$ cat config.mk
export PLATFORM = sky130hd
export DESIGN_NAME = knn_query_driver
export DESIGN_NICKNAME = d
export VERILOG_FILES = /design/src/rtl/knn_query_driver.sv
export SDC_FILE = /design/constraint.sdc
export NUM_CORES = 1
export LEC_CHECK = 0
export CAP_MARGIN = 10
export CORE_MARGIN = 2
export CORE_UTILIZATION = 55
export DETAILED_ROUTE_END_ITERATION = 8
export PLACE_DENSITY = 0.78
export SYNTH_ARGS = -nofsm -noshare
export SYNTH_HDL_FRONTEND = slang
export SYNTH_SLANG_ARGS = --single-unit
export TNS_END_PERCENT = 20
$ cat constraint.sdc
create_clock -name clk -period 5.5 [get_ports clk]
set_input_delay 1.1 -clock clk [delete_from_list [all_inputs] [get_ports clk]]
set_output_delay 1.1 -clock clk [all_outputs]
set_load 0.01 [all_outputs]
$ cat src/rtl/knn_query_driver.sv
// knn_query_driver: buffers queries, runs the classifier start/done
// handshake one query at a time and returns tagged results.
module knn_query_driver #(
  parameter int DATA_WIDTH     = 8,
  parameter int NUM_FEATURES   = 2,
  parameter int QUEUE_DEPTH    = 4,
  parameter int DEFAULT_K      = 3,
  parameter int TIMEOUT_CYCLES = 4095
) (
  input  logic                               clk,
  input  logic                               rst,
  input  logic                               q_valid,
  output logic                               q_ready,
  input  logic [DATA_WIDTH*NUM_FEATURES-1:0] q_data,
  input  logic [DATA_WIDTH-1:0]              q_k,
  output logic                               clf_start,
  output logic [DATA_WIDTH*NUM_FEATURES-1:0] clf_test_data,
  output logic [DATA_WIDTH-1:0]              clf_k_value,
  input  logic                               clf_done,
  input  logic                               clf_class,
  output logic                               r_valid,
  input  logic                               r_ready,
  output logic                               r_class,
  output logic [7:0]                         r_tag,
  output logic                               r_timeout,
  output logic                               busy
);

  localparam int QW = DATA_WIDTH * NUM_FEATURES;
  localparam int EW = QW + DATA_WIDTH;
  localparam int AW = $clog2(QUEUE_DEPTH);
  localparam int CW = AW + 1;
  localparam logic [CW-1:0] FULL_CNT =
    CW'(QUEUE_DEPTH);
  localparam logic [11:0] TO_LAST =
    12'(TIMEOUT_CYCLES - 1);
  localparam logic [DATA_WIDTH-1:0] DEF_K =
    DATA_WIDTH'(DEFAULT_K);

  typedef enum logic [2:0] {
    S_IDLE,
    S_ISSUE,
    S_WAIT_LOW,
    S_RESULT,
    S_RECOVER
  } state_t;

  state_t r_state;
  state_t w_next;

  logic [EW-1:0]   r_mem [QUEUE_DEPTH];
  logic [AW-1:0]   r_wptr;
  logic [AW-1:0]   r_rptr;
  logic [CW-1:0]   r_count;
  logic            w_push;
  logic            w_pop;
  logic [DATA_WIDTH-1:0] w_k_in;
  logic [EW-1:0]   w_head;

  logic            r_start;
  logic [QW-1:0]   r_tdata;
  logic [DATA_WIDTH-1:0] r_kval;
  logic [11:0]     r_timer;
  logic            r_cls;
  logic            r_to;
  logic [7:0]      r_tagc;
  logic            r_seen;

  logic            w_cap;
  logic            w_tmo;
  logic            w_tinc;
  logic            w_acc;

  assign q_ready = (r_count != FULL_CNT);
  assign w_push  = q_valid & q_ready;
  assign w_k_in  = (q_k == '0) ? DEF_K : q_k;
  assign w_head  = r_mem[r_rptr];

  // Query storage; entries need no reset, only the pointers do.
  always_ff @(posedge clk) begin
    if (w_push) begin
      r_mem[r_wptr] <= {w_k_in, q_data};
    end
  end

  // FIFO pointers and occupancy.
  always_ff @(posedge clk or negedge rst) begin
    if (!rst) begin
      r_wptr  <= '0;
      r_rptr  <= '0;
      r_count <= '0;
    end else begin
      if (w_push) r_wptr <= r_wptr + 1'b1;
      if (w_pop)  r_rptr <= r_rptr + 1'b1;
      unique case ({w_push, w_pop})
        2'b10:   r_count <= r_count + 1'b1;
        2'b01:   r_count <= r_count - 1'b1;
        default: r_count <= r_count;
      endcase
    end
  end

  // FSM state register.
  always_ff @(posedge clk or negedge rst) begin
    if (!rst) begin
      r_state <= S_IDLE;
    end else begin
      r_state <= w_next;
    end
  end

  // Next-state and per-cycle control strobes.
  always_comb begin
    w_next = r_state;
    w_pop  = 1'b0;
    w_cap  = 1'b0;
    w_tmo  = 1'b0;
    w_tinc = 1'b0;
    w_acc  = 1'b0;
    unique case (r_state)
      S_IDLE: begin
        if (r_count != '0 && !clf_done) begin
          w_pop  = 1'b1;
          w_next = S_ISSUE;
        end
      end
      S_ISSUE: begin
        if (clf_done) begin
          w_cap  = 1'b1;
          w_next = S_WAIT_LOW;
        end else if (r_timer == TO_LAST) begin
          w_tmo  = 1'b1;
          w_next = S_RESULT;
        end else begin
          w_tinc = 1'b1;
        end
      end
      S_WAIT_LOW: begin
        if (!clf_done) w_next = S_RESULT;
      end
      S_RESULT: begin
        if (r_ready) begin
          w_acc  = 1'b1;
          w_next = r_to ? S_RECOVER : S_IDLE;
        end
      end
      S_RECOVER: begin
        if (r_seen && !clf_done) w_next = S_IDLE;
      end
      default: w_next = S_IDLE;
    endcase
  end

  // Classifier-side registers: start, operands, timeout timer.
  always_ff @(posedge clk or negedge rst) begin
    if (!rst) begin
      r_start <= 1'b0;
      r_tdata <= '0;
      r_kval  <= '0;
      r_timer <= '0;
    end else begin
      if (w_pop) begin
        r_start <= 1'b1;
        r_tdata <= w_head[QW-1:0];
        r_kval  <= w_head[EW-1:QW];
        r_timer <= '0;
      end else if (w_cap || w_tmo) begin
        r_start <= 1'b0;
      end else if (w_tinc) begin
        r_timer <= r_timer + 1'b1;
      end
    end
  end

  // Result capture and tag sequencing.
  always_ff @(posedge clk or negedge rst) begin
    if (!rst) begin
      r_cls  <= 1'b0;
      r_to   <= 1'b0;
      r_tagc <= '0;
    end else begin
      if (w_cap) begin
        r_cls <= clf_class;
        r_to  <= 1'b0;
      end else if (w_tmo) begin
        r_cls <= 1'b0;
        r_to  <= 1'b1;
      end
      if (w_acc) r_tagc <= r_tagc + 8'd1;
    end
  end

  // Tracks the rising half of a late done pulse while recovering.
  always_ff @(posedge clk or negedge rst) begin
    if (!rst) begin
      r_seen <= 1'b0;
    end else if (r_state != S_RECOVER) begin
      r_seen <= 1'b0;
    end else if (clf_done) begin
      r_seen <= 1'b1;
    end
  end

  assign clf_start     = r_start;
  assign clf_test_data = r_tdata;
  assign clf_k_value   = r_kval;
  assign r_valid       = (r_state == S_RESULT);
  assign r_class       = r_cls;
  assign r_tag         = r_tagc;
  assign r_timeout     = r_to;
  assign busy          = (r_state != S_IDLE) ||
                         (r_count != '0);

endmodule

# Word level (Yosys, flattened, before mapping)
# Memories as Yosys holds them, arrays and structs flattened. A register that Yosys moved wholly into a read port is not among the register bits.
# Index checks and enable logic that the tools add are counted.
# Widths: inputs -> output; s select.
dict set report classes {
  addsub 6
  eq_ne 15
  n_mux 35
  n_bitwise 1
  reduce_logical 17
}
# cell n
set op_table {}
lappend op_table {{$mux 12} 3}
lappend op_table {{$mux 1} 22}
lappend op_table {{$mux 3} 7}
lappend op_table {{$pmux 3 s5} 1}
lappend op_table {{$add 12x1->12 const B} 1}
lappend op_table {{$eq 12x12->1 const B} 1}
lappend op_table {{$reduce_bool 2->1} 5}
lappend op_table {{$ne 3x3->1 const B} 3}
lappend op_table {{$add 8x1->8 const B} 1}
lappend op_table {{$logic_not 8->1} 1}
lappend op_table {{$mux 8} 1}
lappend op_table {{$ne 2x2->1 const B} 4}
lappend op_table {{$eq 3x2->1 const B} 2}
lappend op_table {{$pmux 3 s2} 1}
lappend op_table {{$reduce_bool 3->1} 2}
lappend op_table {{$reduce_and 5->1} 1}
lappend op_table {{$add 2x1->2 const B} 2}
lappend op_table {{$add 3x1->3 const B} 1}
lappend op_table {{$eq 3x1->1 const B} 1}
lappend op_table {{$eq 3x3->1 const B} 1}
lappend op_table {{$logic_not 3->1} 1}
lappend op_table {{$sub 3x1->3 const B} 1}
lappend op_table {{$eq 2x1->1 const B} 1}
lappend op_table {{$eq 2x2->1 const B} 1}
lappend op_table {{other kinds (6)} 9}
dict set report totals {
  ff_bits 34
  ram_bits 96
  word_cells 85
  n_memories 1
}
# name words word_bits rd rd_clocked_by_memory_dff wr line
set memory_table {}
lappend memory_table {r_mem 4 24 1 1 1 51} ;# logic [EW-1:0] r_mem [QUEUE_DEPTH];

# Depth between registers and ports, before layout
dict set report depth {
  ltp_word 7
  mapped_depth 11
}

# Worst setup path before layout
# Ideal clock, no wire load.
dict set report synth_timing {
  path_type {input-to-reg}
  start {input clf_done}
  end {register r_count[2]}
  setup_time_ns 0.079
  arrival_time_ns 2.959
  required_ns 5.421
  path_slack_ns 2.462
  path_stages 11
  n_path_buf 2
  path_cell_list {buf_6 nor4_1 nand2_1 clkinv_1 clkbuf_1 ha_1 inv_1 fa_1 xor2_1 nor2_1 xor2_1}
}
dict set report synth_between {
  elab_chain_len 6
  elab_cells_between_ends 8
  classes_between {eq/ne: 2; mux: 3; reduce/logical: 3}
}
# item line
set synth_lines {}
lappend synth_lines {{from (decl)} 19} ;# input logic clf_done,
lappend synth_lines {{$logic_not 1->1 *} 122} ;# if (r_count != '0 && !clf_done) begin
lappend synth_lines {{$logic_and 1x1->1 *} 122}
lappend synth_lines {{$mux 1 *} 122}
lappend synth_lines {{$mux 1 *} 120} ;# unique case (r_state)
lappend synth_lines {{net w_pop} 56} ;# logic w_pop;
lappend synth_lines {{$eq 2x1->1 or $eq 2x2->1 (tied branches)} 95} ;# unique case ({w_push, w_pop})
lappend synth_lines {{$pmux 3 s2 or $reduce_bool 2->1 (tied branches)} -}
lappend synth_lines {{to (signal assigned)} 96} ;# 2'b10: r_count <= r_count + 1'b1;
lappend synth_lines {{to (signal assigned)} 97} ;# 2'b01: r_count <= r_count - 1'b1;
lappend synth_lines {{to (signal assigned)} 98} ;# default: r_count <= r_count;
lappend synth_lines {{to (decl)} 54} ;# logic [CW-1:0] r_count;
# The timed path passes the listed nets; every way through them passes the cells marked *.
# A chain may end at the register's enable or synchronous reset.

# Final worst setup path
dict set report layout_timing {
  start {register r_count[2]}
  end {output busy}
}
dict set report layout_between {
  elab_chain_len 2
}
# item line
set layout_lines {}
lappend layout_lines {{$reduce_bool 3->1} 212} ;# (r_count != '0);
lappend layout_lines {{$logic_or 1x1->1} 211} ;# assign busy = (r_state != S_IDLE) ||
lappend layout_lines {{to (decl)} 26} ;# output logic busy
# Every way passes these cells.

==> impl_results.md <==
- Status: finished, final reports clean
- CTS clock-pin slew for the worst setup and hold paths: 0.07 ns
- Htree depth: 4
- Slew Viols, Final: 0
- WP data required: 4.40 ns
- Synth Cell Area: 6160 um2
- Vias after detailed routing: 3512
- Crit path DAT: 2.30 ns
- Adder-Cell Fraction of Synth Area: 0.0195
- Critical path depth: 3
- Post-synthesis area per instance: 15.3 um2
- Setup TNS: 0 ns
- Row cnt: 38
- Input/output buffers: 67
- Register Area: 4340 um2
- Top Metal Used: met4
- Post-synthesis async set-or-reset flop share: 0.377
- CP Launch Type: register
- Largest net degree at the start of global routing: 59
- Met3 wire len: 525 um
- I/O pin count: 68
- Achievable Freq: 294 MHz
- Multi-input logic area: 1690 um2
- Hold depth: 1
- Final setup fails: 0
- Met1 wire length: 4650 um
- Yosys warning total: 0
- Maximum vdd drop: 0.335 mV
- Drt drc: 0
- Total GRT Usage: 0.208
- Synth area leader: edfxtp_1
- Netlist cell types: 45
- Simple-gate portion of the synthesized area: 0.106
- Mux contribution to synthesized area: 0.0979
- Slowest cell delay on critical path: 0.50 ns
- Post-synthesis compound-gate area fraction: 0.0321
- Slew Limit Headroom: 0.415
- CTS tree: yes
- Worst slack, placed: 1.97 ns
- Starting Density: 0.566
- Xor/xnor cell area share of the yosys netlist: 0.0185
- TritonRoute pass-1 iters: 4
- Post-CTS setup buffers: 0
- Initial DRC Count: 244
- Vias in the first global route: 3541
- CP Buf/Inv Count: 1
- Worst-margin pin slew: 0.878 ns
- Avg Vias per Cell: 5.60
- Final ANT Viol Nets: 0
- R2R cell count: 10
- Period minus WS final: 3.40 ns
- Cell family with most CP delay: simple AND/OR/NAND/NOR gates
- Crit Path Class: reg -> out
- First-pass GRT wire length: 18200 um
- WL met2: 6290 um
- Synth Net Count: 442
- #FFs+latches synth: 154
- Die area: 12100 um2
- RSZ-0062 raised after global routing: false
- Hold Vio Cnt, Final: 0
- Total power: 3.93 mW
- CTS buffer count: 17
- Core Area: 10900 um2
- Fill cells: 729
- Diode count: 0
- Hold_buf cts: 0
- Post-synthesis sequential area ratio: 0.703
- Power density over the cells: 523 nW/um2
- Post-synth EDFFs: 96
- Total grt overflow: 0
- Leak pwr: 2.91 nW
- Max_cap viols: 0
- Layout cells sized above 1: 0.146
- Clk_lat worst skew: 0.52 ns
- Die Y: 110 um
- Synth Instances: 403
- Worst Skew: 0.0120 ns
- Layout Area Growth over Synthesis: 22.2%
- Post-synth top area share: 0.468
- Main area contributors after synthesis: edfxtp_1 47%, dfrtp_1 24%, mux4_2 8.8%
- CTS Root Cell: clkbuf_8
- Period utilization: 0.617
- Post_cts resized: 0
- GP Congestion: 0.791
- Critical path peak fanout: 3
- Slowest cell on crit path: clkdlybuf4s50_1
- Die Width: 110 um
- Hold Crit Class: reg -> reg
- Sink Count: 154
- Setup slack after layout: 2.10 ns
- Initial antenna violation count: 0
- Final wirelength: 11600 um
- Critical Path End Type: primary output
- Area after DPL: 6960 um2
- CTS Buffer Depth: 2
- Main combinational cell family by area after synthesis: simple AND/OR/NAND/NOR gates
- Design area: 7530 um2
- Avg WL per Cell: 18.5 um
- DPL Wire Length: 6720 um
- Most used DFF post-synth: edfxtp_1
- Fin nets: 513
- CP Cell Sequence: or3_1 -> or4_1 -> clkdlybuf4s50_1
==> state kept, by name, indices dropped and copies added (netlist names), 2 cells and up <==
register / flops
r_mem: 96
r_rptr: 2
r_timer: 12
r_tag: 8
clf_test_data: 16
r_count: 3
r_wptr: 2
clf_k_value: 8
r_state: 3
==> cell usage in the layout (no fill, tap or decap), types with 2 or more instances in the layout <==
cell type        synthesis  routed
mux2i_1                  4       4
mux4_2                  24      24
and3_1                   7       7
or3_1                    2       2
mux2_2                   2       2
and2_1                   2       2
nand3_1                  6       6
inv_6                    0       4
o31ai_1                  5       5
clkdlybuf4s50_1          0      66
xnor2_1                  9       9
dfrtp_1                 58      57
clkbuf_16                0      16
a21oi_1                  7       7
nor4_1                   2       2
nand2b_1                 2       2
nand2_1                 87      87
buf_4                    0       8
clkinvlp_4               0       2
or4_1                    4       4
edfxtp_1                96      96
clkinv_2                 0       2
a32o_1                   2       2
o21bai_1                 3       3
nor2_1                   6       6
nor3_1                   4       4
o21ai_0                  4       4
nand4_1                  4       4
o21a_1                   2       2
inv_8                    0       3
clkbuf_8                 0       2
inv_1                    9       9
o211ai_1                 2       2
ha_1                     8       8
xor2_1                   4       4
==> synthesized netlist by cell type, types with 7 or more instances <==
cell,n
edfxtp_1,96
nand2_1,87
dfrtp_1,58
mux4_2,24
clkbuf_1,16
inv_1,9
xnor2_1,9
ha_1,8
a21oi_1,7
and3_1,7
==> per-stage QoR <==
step           hold WS [ns]  utilization  instances
2_1_floorplan         0.456            -        403
3_3_place_gp          0.460        0.640        595
3_5_place_dp          0.461        0.640        595
4_1_cts               0.475        0.691        627
5_1_grt               0.491        0.691        627
6_report              0.468        0.691        627
==> cells by family after synthesis <==
group                      count (synthesis)
DFF                                      154
adders and majority gates                  9
muxes                                     30
buffers and inverters                     33
AOI/OAI and AO/OA                         29
and+or+nand+nor                          135
xor gates and xnor gates                  13
==> power breakdown <==
part / total, mW / switching (mW) / internal [mW]
combinational: 1.07 / 0.516 / 0.557
clock: 1.11 / 0.486 / 0.626
sequential: 1.75 / 0.209 / 1.54
==> path summary, 6_finish.rpt <==
kind / startpoint / end / slack [ns]
max in group asynchronous: rst / r_rptr[0]$_DFFE_PN0N_ / 4.25
worst min register to register: r_tag[7]$_DFFE_PN0P_ / r_tag[7]$_DFFE_PN0P_ / 0.47
worst min-delay path: r_tag[7]$_DFFE_PN0P_ / r_tag[7]$_DFFE_PN0P_ / 0.47
worst max register to register: r_count[2]$_DFFE_PN0P_ / r_count[2]$_DFFE_PN0P_ / 3.12
min in group asynchronous: rst / r_timer[6]$_DFFE_PN0P_ / 0.73
worst max-delay path: r_count[2]$_DFFE_PN0P_ / busy / 2.10
==> cell type report <==
| cell class | count | area share |
|---|---|---|
| Sequential cell | 154 | 0.576 |
| Multi-Input combinational cell | 216 | 0.224 |
| Timing Repair Buffer | 75 | 0.0964 |
| Clock buffer | 19 | 0.0573 |
| Tap cell | 140 | 0.0233 |
| Clock inverter | 13 | 0.0176 |
| Inverter | 10 | 0.00499 |
==> routing by layer <==
metal,vias to the layer above,track usage
met5,-,0
met4,0,0.0814
met3,11,0.0528
met2,95,0.369
met1,1786,0.243
li1,1620,-
Power figures use the tool's default switching activity.
